[config.mk]
export PLATFORM = sky130hd
export DESIGN_NAME = sram_colmux_param
export DESIGN_NICKNAME = d
export VERILOG_FILES = /design/src/rtl/sram_colmux_param_pkg.sv /design/src/rtl/sram_colmux_param_clear_seq.sv /design/src/rtl/sram_colmux_param.sv
export SDC_FILE = /design/constraint.sdc
export NUM_CORES = 1
export LEC_CHECK = 0
export ABC_AREA = 1
export BUFFER_PORTS_ARGS = -buffer_cell sky130_fd_sc_hd__buf_2
export CAP_MARGIN = 20
export CORE_UTILIZATION = 25
export CTS_CLUSTER_DIAMETER = 40
export DETAILED_ROUTE_END_ITERATION = 16
export PLACE_DENSITY = 0.5
export REMOVE_ABC_BUFFERS = 1
export SLEW_MARGIN = 40
export SYNTH_ARGS = -nofsm -noshare
export SYNTH_HDL_FRONTEND = slang
export SYNTH_SLANG_ARGS = --single-unit
[constraint.sdc]
create_clock -name clk -period 3.55 [get_ports clk]
set_input_delay 0.71 -clock clk [delete_from_list [all_inputs] [get_ports clk]]
set_output_delay 0.71 -clock clk [all_outputs]
set_load 0.01 [all_outputs]
[src/rtl/sram_colmux_param_pkg.sv]
// sram_colmux_param_pkg: shared FSM state and sizing helper for the column-muxed SRAM
package sram_colmux_param_pkg;
    typedef enum logic {CLEAR = 1'b0, IDLE = 1'b1} state_t;
    function automatic int addr_bits(input int rows, input int col_mux);
        return $clog2(rows) + $clog2(col_mux);
    endfunction
endpackage

[src/rtl/sram_colmux_param_clear_seq.sv]
// sram_colmux_param_clear_seq: row counter and CLEAR/IDLE FSM that sweeps the array with INIT_VAL
module sram_colmux_param_clear_seq
    import sram_colmux_param_pkg::*;
#(
    parameter int ROWS = 16,
    localparam int ROW_BITS = $clog2(ROWS)
) (
    input  logic                clk,
    input  logic                reset,
    input  logic                clear_req,
    output logic                clr_we,
    output logic [ROW_BITS-1:0] clr_row,
    output logic                busy,
    output logic                ready
);
    state_t              state;
    logic [ROW_BITS-1:0] row_cnt;
    always_ff @(posedge clk) begin
        if (reset || clear_req) begin
            state   <= CLEAR;
            row_cnt <= '0;
        end else if (state == CLEAR) begin
            row_cnt <= row_cnt + 1'b1;
            if (row_cnt == ROW_BITS'(ROWS - 1)) state <= IDLE;
        end
    end
    assign busy    = state == CLEAR;
    assign clr_we  = busy;
    assign clr_row = row_cnt;
    assign ready   = state == IDLE && !clear_req;
endmodule

[src/rtl/sram_colmux_param.sv]
// sram_colmux_param: single-port column-interleaved SRAM model with handshake, bit mask and clear sequencer
module sram_colmux_param
    import sram_colmux_param_pkg::*;
#(
    parameter int DATA_W   = 8,
    parameter int ROWS     = 16,
    parameter int COL_MUX  = 4,
    parameter bit INIT_VAL = 1'b0,
    localparam int ADDR_W  = addr_bits(ROWS, COL_MUX)
) (
    input  logic              clk,
    input  logic              reset,
    input  logic              clear_req,
    input  logic              req,
    input  logic              rw,
    input  logic [ADDR_W-1:0] address,
    input  logic [DATA_W-1:0] data_in,
    input  logic [DATA_W-1:0] wmask,
    output logic              ready,
    output logic              busy,
    output logic              rd_valid,
    output logic [DATA_W-1:0] data_out
);
    localparam int COL_BITS = $clog2(COL_MUX);
    localparam int ROW_BITS = $clog2(ROWS);
    // [i][c] of a row is physical bit i*COL_MUX+c, giving the bit interleave directly
    logic [DATA_W-1:0][COL_MUX-1:0] mem [ROWS];
    logic [ROW_BITS-1:0] row, clr_row;
    logic [COL_BITS-1:0] col;
    logic                clr_we, accept;
    assign row    = address[ADDR_W-1:COL_BITS];
    assign col    = address[COL_BITS-1:0];
    assign accept = req && ready && !reset;
    sram_colmux_param_clear_seq #(.ROWS(ROWS)) u_clear (
        .clk(clk), .reset(reset), .clear_req(clear_req),
        .clr_we(clr_we), .clr_row(clr_row), .busy(busy), .ready(ready)
    );
    always_ff @(posedge clk) begin
        if (clr_we)
            mem[clr_row] <= {(DATA_W*COL_MUX){INIT_VAL}};
        else if (accept && !rw)
            for (int i = 0; i < DATA_W; i++)
                if (wmask[i]) mem[row][i][col] <= data_in[i];
    end
    always_ff @(posedge clk) begin
        if (reset) begin
            data_out <= '0;
            rd_valid <= 1'b0;
        end else begin
            rd_valid <= accept && rw;
            if (accept && rw)
                for (int i = 0; i < DATA_W; i++) data_out[i] <= mem[row][i][col];
        end
    end
endmodule
==> summary.txt <==
GRT
  – Total Routing Usage GR: 14.89%
  – Gr ovfl total: 0
  – Initial antenna violation count: 3
  – Pin count of the biggest net entering global routing: 75
  – Vias in the first global route: ~18000
  – Global-route wire length before repair: around 110000 µm

STA
  – Layout Skew: about 33 ps
  – FMAX: 0.3660 GHz
  – Final slew viol count: 0
  – Relative slew margins: roughly half
  – TNS Setup: 0 ps
  – Final critical-path required period: 2732 ps
  – Period utilization: 76.96%
  – RSZ-0062 raised after global routing: false
  – Final-report hold violation count: 0
  – Fin worst setup slack: 818.1 ps
  – Setup Viol. Count Final: 0
  – Worst-Margin Slew: 764.0 ps

Place
  – IO buf count: 37
  – Dpl ws: 261.1 ps
  – Dpl cell area: between 20000 and 30000 µm²
  – Placer Congestion: roughly 0.76
  – HPWL after DPL: 40540 µm
  – Post-Place Cells: around 4000

Cells and area
  – Share of layout cells above drive strength 1: 11.73%
  – Finished Cell Area: about 30000 µm²
  – Post-Layout Cell Count: 4144
  – Area Growth Syn to Fin: 20.88%
  – Final Core Density: a little over 30%
  – Nets: 2812

Setup path
  – Startpoint Class: flip-flop
  – Critical Path AT: around 3000 ps
  – Crit Path Class: reg -> reg
  – CP required: 3870 ps
  – Crit end category: flip-flop
  – CP max FO: 16

CTS
  – CTS Hold Bufs: 0
  – TritonCTS clock tree: done
  – Clock transition at path regs: 50 ps
  – TritonCTS Buffers: 84
  – H-tree levels: 3
  – Sink Count: 526
  – Post-CTS setup buffer count: 0
  – Worst-skew pair later-pin latency: 630 ps
  – Root Buffer: clkbuf_16
  – Clock Path Buffers: 3
  – Post_cts resized: 0

Synthesis
  – Largest cells by area after synthesis: edfxtp_1, nor2_1, nand2_1, nand3_1, inv_1
  – Leading area contributor after synthesis: edfxtp_1
  – Cells after synthesis: 2754
  – Synthesized area: 24740 µm²
  – Post-synthesis sequential area ratio: 63.28%
  – Synth Area per Inst: between 8 and 9 µm²
  – Post-synthesis register bit count: ~530
  – Yosys warning count: 0
  – Synth unique cells: 21
  – Synth top area share: 62.15%

Drt
  – ANT nets after route: 0
  – Drt total wl: roughly 74000 µm
  – Routed vias: roughly 19000
  – Routed WL per cell: ~18 µm
  – Vias per inst: roughly 4.5
  – Pre-Repair DR Iteration Count: 5
  – Detailed router's first-iteration violation count: roughly 1400
  – # DRC: 0

Die
  – Area of the core: 98280 µm²
  – Area of the die: 100200 µm²
  – IO Pins: 38
  – Die width: 316.6 µm
  – Starting Density: 25.17%
  – Die Y: 316.6 µm
  – Number of cell rows: 115

Power
  – Power per cell area: 535.9 nW/µm²
  – LEAKAGE: roughly 13 nW
  – Worst VDD drop: around 0.00034 V

Flow run
  – Total of max-cap violations: 0

Run status
  – Outcome: completed

Worst hold path
  – Worst hold path class: in -> reg
cell usage in the layout (no fill, tap or decap), drive strengths merged:
cell      instances
clkbuf          101
o21ai            74
nand2           632
o211ai           10
buf             139
nor3              1
a21oi            40
edfxtp          512
inv             272
clkinvlp          9
nor2            687
diode             1
bufinv           13
ha                1
clkinv           30
nand3           321
dfxtp            14
final timing paths:
path	from	end	depth (start not counted)	slack (ps)
setup / recovery	u_clear.state$_SDFF_PP0_	mem[14][5]$_DFFE_PP_	13	820
hold / removal	reset	u_clear.clr_row[0]$_SDFFE_PP0N_	4	420
hold reg to reg	u_clear.clr_row[3]$_SDFFE_PP0N_	u_clear.state$_SDFF_PP0_	2	510
setup reg to reg	u_clear.state$_SDFF_PP0_	mem[14][5]$_DFFE_PP_	13	820
routing by layer:
| metal | part of all wire [%] | wire length [µm] | global-route usage, % | vias to the layer above |
|---|---|---|---|---|
| li1 | - | - | - | 8942 |
| met1 | 45 | 33700 | 19.90 | 9206 |
| met2 | 48 | 35690 | 25.18 | 412 |
| met3 | 4.7 | 3507 | 2.054 | 117 |
| met4 | 2.0 | 1510 | 3.934 | 4 |
| met5 | 0.027 | 20 | 0 | - |
report_power, final:
group          internal [mW]  leakage [nW]  switching [mW]
combinational          0.216          6.16           0.531
sequential              6.77          5.87          0.0107
clock                   5.43          1.41            3.07
cells by family (layout without fill, tap and decap cells):
group	count (synthesis)	after routing	synth area share [%]
simple gates	1641	1641	26.70
flops	526	526	63.28
buf+inv	462	564	7.329
compound gates	124	124	2.640
fa+ha+maj	1	1	0.05057
other cells	0	1	0
flip-flops by register name, indices dropped and copies added (netlist names):
signal / count
u_clear.state: 1
data_out: 8
u_clear.clr_row: 4
rd_valid: 1
mem: 512
cell type report:
type / count / area (µm²)
clock buffer: 101 / 2206
clock inverter: 57 / 732.0
antenna: 1 / 2.502
multi-input combinational: 1766 / 7413
tap: 1287 / 1610
inverter: 267 / 1015
fill: 10310 / 68370
sequential: 526 / 15660
timing repair buffer: 139 / 1270
metrics by stage:
stage	hold WS [ps]	power (mW)
final	421.0	16.03
after global routing	430.0	16.51
after CTS	402.2	16.17
after detailed placement	499.7	7.662
after global placement	494.0	7.659
after floorplan	453.1	7.293
Yosys cell counts:
library cell / n
a21oi_1: 38
nor3_1: 1
buf_2: 60
edfxtp_1: 512
inv_2: 4
buf_4: 1
buf_1: 21
clkbuf_1: 113
nand2_1: 631
dfxtp_1: 14
nand3_1: 320
ha_1: 1
nand2_2: 1
nor2_2: 8
nand3_2: 1
o211ai_1: 10
nor2_4: 2
a21oi_2: 2
o21ai_0: 74
nor2_1: 677
inv_1: 263
worst max-delay path, cell delays in order (launching register included):
cell and delay, ps:
dfxtp_1 360, nand2_1 130, inv_2 40, nand3_2 120, buf_4 170, a21oi_2 50, nor2_4 180, nand2_2 160
nand2_1 90, nand2_1 80, nor2_1 360, nand2_2 290, buf_12 250, nor2_1 120
Power figures use the tool's default switching activity.
